**src/rtl/pipe_ctrl_fsm_pkg.sv**
```systemverilog
// Shared constants, state encoding and target decode
// for the pipeline controller.
package pipe_ctrl_fsm_pkg;

  localparam int STALL_W = 6;

  localparam logic Stop   = 1'b1;
  localparam logic NoStop = 1'b0;

  localparam logic [STALL_W-1:0] STALL_NONE = 6'b000000;
  localparam logic [STALL_W-1:0] STALL_PC   = 6'b000001;
  localparam logic [STALL_W-1:0] STALL_IF   = 6'b000011;
  localparam logic [STALL_W-1:0] STALL_ID   = 6'b000111;
  localparam logic [STALL_W-1:0] STALL_EX   = 6'b001111;
  localparam logic [STALL_W-1:0] STALL_MEM  = 6'b011111;

  localparam logic [31:0] EXC_NONE    = 32'h0000_0000;
  localparam logic [31:0] EXC_INT     = 32'h0000_0001;
  localparam logic [31:0] EXC_SYSCALL = 32'h0000_0008;
  localparam logic [31:0] EXC_RI      = 32'h0000_000a;
  localparam logic [31:0] EXC_OV      = 32'h0000_000c;
  localparam logic [31:0] EXC_TRAP    = 32'h0000_000d;
  localparam logic [31:0] EXC_ERET    = 32'h0000_000e;

  typedef enum logic {
    RUN     = 1'b0,
    WAIT_IF = 1'b1
  } ctrl_state_e;

  // eret returns to EPC; everything else enters the vector
  function automatic logic [31:0] decode_tgt(
    input logic [31:0] exc,
    input logic [31:0] epc,
    input logic [31:0] vec
  );
    return (exc == EXC_ERET) ? epc : vec;
  endfunction

endpackage

```
**src/rtl/pipe_ctrl_fsm_perf_cnt.sv**
```systemverilog
// Saturating stall-cycle and flush counters.
// Only built when PIPE_CTRL_PERF_CNT_EN is defined.
`ifdef PIPE_CTRL_PERF_CNT_EN
module pipe_ctrl_perf_cnt (
  input  logic        clk,
  input  logic        rst,
  input  logic        stall_any,
  input  logic        flush,
  output logic [31:0] perf_stall_cycles,
  output logic [31:0] perf_flush_count
);

  // count qualifying cycles, hold at all-ones
  always_ff @(posedge clk) begin
    if (!rst) begin
      perf_stall_cycles <= '0;
      perf_flush_count  <= '0;
    end else begin
      if (stall_any && perf_stall_cycles != '1)
        perf_stall_cycles <= perf_stall_cycles + 32'd1;
      if (flush && perf_flush_count != '1)
        perf_flush_count <= perf_flush_count + 32'd1;
    end
  end

endmodule
`endif

```
**src/rtl/pipe_ctrl_fsm.sv**
```systemverilog
// Pipeline stall/flush/redirect controller.
// Perf counters enabled by PIPE_CTRL_PERF_CNT_EN.
module pipe_ctrl_fsm
  import pipe_ctrl_fsm_pkg::*;
#(
  parameter logic [31:0] EXC_VECTOR = 32'hBFC0_0380
) (
  input  logic               clk,
  input  logic               rst,
  input  logic               stallreq_if,
  input  logic               stallreq_id,
  input  logic               stallreq_ex,
  input  logic               stallreq_mem,
  input  logic [31:0]        excepttype_i,
  input  logic [31:0]        cp0_epc_i,
  output logic [STALL_W-1:0] stall,
  output logic               flush,
  output logic               pc_redirect,
  output logic [31:0]        new_pc,
  output logic [31:0]        perf_stall_cycles,
  output logic [31:0]        perf_flush_count
);

  ctrl_state_e state_q, state_d;
  logic [31:0] tgt_q, tgt_d;
  logic [31:0] dec_tgt;

  assign dec_tgt = decode_tgt(excepttype_i, cp0_epc_i, EXC_VECTOR);

  // state and latched redirect target
  always_ff @(posedge clk) begin
    if (!rst) begin
      state_q <= RUN;
      tgt_q   <= '0;
    end else begin
      state_q <= state_d;
      tgt_q   <= tgt_d;
    end
  end

  // next state and outputs; everything quiet in reset
  always_comb begin
    state_d     = state_q;
    tgt_d       = tgt_q;
    stall       = STALL_NONE;
    flush       = 1'b0;
    pc_redirect = 1'b0;
    new_pc      = '0;
    if (rst) begin
      case (state_q)
        RUN: begin
          if (excepttype_i != EXC_NONE) begin
            flush = 1'b1;
            if (!stallreq_if) begin
              pc_redirect = 1'b1;
              new_pc      = dec_tgt;
            end else begin
              stall   = STALL_PC;
              tgt_d   = dec_tgt;
              state_d = WAIT_IF;
            end
          end else if (stallreq_mem) begin
            stall = STALL_MEM;
          end else if (stallreq_ex) begin
            stall = STALL_EX;
          end else if (stallreq_id) begin
            stall = STALL_ID;
          end else if (stallreq_if) begin
            stall = STALL_IF;
          end
        end
        WAIT_IF: begin
          if (stallreq_if) begin
            stall = STALL_PC;
          end else begin
            flush       = 1'b1;
            pc_redirect = 1'b1;
            new_pc      = tgt_q;
            state_d     = RUN;
          end
        end
        default: state_d = RUN;
      endcase
    end
  end

`ifdef PIPE_CTRL_PERF_CNT_EN
  pipe_ctrl_perf_cnt u_perf (
    .clk               (clk),
    .rst               (rst),
    .stall_any         (stall != STALL_NONE),
    .flush             (flush),
    .perf_stall_cycles (perf_stall_cycles),
    .perf_flush_count  (perf_flush_count)
  );
`else
  assign perf_stall_cycles = 32'h0;
  assign perf_flush_count  = 32'h0;
`endif

endmodule
```
**config.mk**
```make
export PLATFORM = sky130hd
export DESIGN_NAME = pipe_ctrl_fsm
export DESIGN_NICKNAME = d
export VERILOG_FILES = /design/src/rtl/pipe_ctrl_fsm_pkg.sv /design/src/rtl/pipe_ctrl_fsm_perf_cnt.sv /design/src/rtl/pipe_ctrl_fsm.sv
export SDC_FILE = /design/constraint.sdc
export NUM_CORES = 1
export LEC_CHECK = 0
export CAP_MARGIN = 15
export CORE_MARGIN = 2
export CORE_UTILIZATION = 38
export CTS_BUF_LIST = sky130_fd_sc_hd__clkbuf_2
export DETAILED_ROUTE_END_ITERATION = 7
export PLACE_DENSITY = 0.89
export SETUP_SLACK_MARGIN = 0.02
export SLEW_MARGIN = 40
export SYNTH_ARGS = -nofsm -noshare
export SYNTH_HDL_FRONTEND = slang
export SYNTH_SLANG_ARGS = --single-unit
```
**constraint.sdc**
```tcl
create_clock -name clk -period 5.68 [get_ports clk]
set_input_delay 1.136 -clock clk [delete_from_list [all_inputs] [get_ports clk]]
set_output_delay 1.136 -clock clk [all_outputs]
set_load 0.01 [all_outputs]
```
==> run_results.csv <==
group,metric,value,unit
cts,cts-htree-levels,2,
logic_synthesis,synth_edf_count,0,
power,leakage,1.287,nW
sta,fin_ws,1.024,ns
cts,cts_buffers,5,
setup_path,worstPathRequired,4.54,ns
cts,postCtsHoldBufs,0,
layout,area_delta_synth_final,39.22,%
logic_synthesis,yosysWarnings,0,
logic_synthesis,syn-mean-instance-area,7.914,um2
setup_path,startpoint_type,"primary input",
setup_path,slowest_stage,"or4_4",
power,power_density,152.0,nW/um2
routing,dr.first_iter.drc_count,92,
layout,final_cell_mix,"108 x clkdlybuf4s50_1, 65 x conb_1, 40 x o22ai_1",
power,p_sw_frac,0.3035,
routing,drt-wirelength-per-cell,13.75,um
global_route,first_global_vias,2144,
setup_path,path_cells,"clkdlybuf4s50_1, nor4_1, nand4_1, or4_4, nor3b_2, clkdlybuf4s50_1",
floorplan,core_area,5886,um2
setup_path,max_stage_delay,0.59,ns
power,pwr-share-comb,0.267,
setup_path,cp-end-kind,"output pin",
layout,final_common_cell,"clkdlybuf4s50_1",
sta,rsz0062_at_grt,"false",
cts,post_cts_buffers,0,
sta,finalSetupViolations,0,
power,ir_worst_vdd,83.39,uV
sta,slew_violations,0,
routing,drtAntennaViolNets,0,
layout,layout.cells.non_filler,461,
routing,dr.pass1.iters,6,
floorplan,start_util,0.3886,
sta,fin_crit_sh,0.8198,
routing,wl,6339,um
setup_path,cp.arrival,3.52,ns
floorplan,dieArea,6655,um2
logic_synthesis,async_reset_ff_frac,0,
logic_synthesis,synth-main-ff-cell,"dfxtp_1",
global_route,overflow,0,
sta,fin_crit,4.656,ns
routing,drc,0,
logic_synthesis,yosys.area_share.simple,0.1521,
power,power.switching,146.9,uW
place,dp_hpwl,4702,um
sta,slew-limit-headroom,0.4699,
logic_synthesis,synth_top_family_by_area,"buffers and inverters",
place,place_ws,1.002,ns
sta,fin_tns_setup,0,ns
floorplan,io_pins,174,
global_route,antenna_found_initial,0,
logic_synthesis,netlist_instances,289,
place,gp_congestion,0.6879,
routing,vias,2208,
cts,cts_tree,"built",
layout,finalNetCount,455,
logic_synthesis,ys_types,30,
place,port_buffers,108,
cts,clock_sinks,33,
outcome,outcome,"completed",
run,drv_cap,0,
hold_path,hold_class,"flip-flop to flip-flop",
setup_path,critPathMaxFanout,6,
cts,clk_root_buffer_cell,"clkbuf_2",
logic_synthesis,synth-seq-cells,33,
logic_synthesis,syn_area,2287,um2
power,p_seq_frac,0.504,
place,place_inst,453,
power,clock_power_share,0.229,
cts,clockBufferDepth,2,
floorplan,die_width,81.58,um
cts,path_clk_slew,0.17,ns
power,internal-power,337.1,uW
setup_path,crit_type,"primary input to output pin",
sta,hold_viol,0,
floorplan,die_height,81.58,um
global_route,grt_start_max_net_pins,42,
global_route,grt_use_total,0.1919,
cts,clk-insertion-delay-late,0.36,ns
layout,drive_above_1_share,0.06218,
logic_synthesis,synthXorXnorAreaFrac,0,
logic_synthesis,synthMuxAreaShare,0,
sta,worst_pin_slew,0.7929,ns
layout,n_antenna_cell,0,
sta,finClkSkew,0.03275,ns
floorplan,num_rows,28,
sta,fmax,214.8,MHz
global_route,grt_pass1_wl,10070,um
cts,ctsResizeCount,0,
routing,via_per_inst,4.790,
logic_synthesis,ys_seq_area_frac,0.2888,
logic_synthesis,synth_compound_area_frac,0.2511,
setup_path,crit_top_cell,"clkdlybuf4s50_1",
logic_synthesis,synthAdderAreaFrac,0,
-- per-stage QoR --
stage,instance area [um2],total power [mW],util,hold slack (ns)
after floorplan,2527,0.3390,-,0.4637
after global placement,3144,0.3734,0.5342,0.4717
after detailed placement,3144,0.3763,0.5342,0.4794
after CTS,3184,0.4873,0.5410,0.5013
after global routing,3184,0.5165,0.5410,0.5298
final,3184,0.4840,0.5410,0.5002
-- path summary, 6_finish.rpt --
path / cells past startpoint / slack [ns] / end / from
setup / recovery: 6 / 1.02 / stall[1] / excepttype_i[24]
hold / removal: 2 / 0.50 / tgt_q[18]$_SDFFE_PN0P_ / tgt_q[18]$_SDFFE_PN0P_
setup reg to reg: 4 / 3.59 / tgt_q[1]$_SDFFE_PN0P_ / state_q$_SDFF_PN0_
hold reg to reg: 2 / 0.50 / tgt_q[18]$_SDFFE_PN0P_ / tgt_q[18]$_SDFFE_PN0P_
-- cells by family (layout without fill, tap and decap cells) --
family / after synthesis / after routing
buffers and inverters: 118 / 151
other: 1 / 65
AO/OA/AOI/OAI: 79 / 79
flip-flops: 33 / 33
AND/OR/NAND/NOR: 58 / 58
-- synthesized netlist by cell type (5+ instances only) --
master     n  area share
a221oi_1  12       0.046
buf_2      5       0.011
buf_4     65        0.21
clkbuf_1  15       0.025
dfxtp_1   33        0.29
inv_1     32       0.053
nand2_1   22       0.036
o21ai_0   12       0.026
o221a_1   10       0.049
o22ai_1   40        0.11
-- layout make-up --
type,count,area [um2]
fillers,578,2701
multi-input cells,202,1166
repair buffers,111,1104
flip-flops and latches,33,660.6
inverters,32,120.1
well taps,75,93.84
clock buffers,6,30.03
clock inverters,2,10.01
-- state kept, by name (all words and copies together), names as in the netlist --
name     cells
state_q      1
tgt_q       32
-- metal layers --
metal,share of wire,up-vias,track usage
met4,0.0038,0,0.04000
met1,0.39,1013,0.2034
li1,-,1091,-
met2,0.52,102,0.3730
met3,0.079,2,0.05604
met5,0,-,0
-- power by group through the flow --
stage               registers [mW]  clock network [mW]  logic [mW]
floorplan                    0.246                   0      0.0929
global placement             0.248                   0       0.125
detailed placement           0.249                   0       0.128
CTS                          0.244               0.115       0.128
global route                 0.245               0.129       0.142
finish                       0.244               0.111       0.129
-- critical path: cells and delay by family --
kind	cells	cell delay (ns)
buf+inv	2	0.97
simple gates	4	1.41
Power figures use the tool's default switching activity.
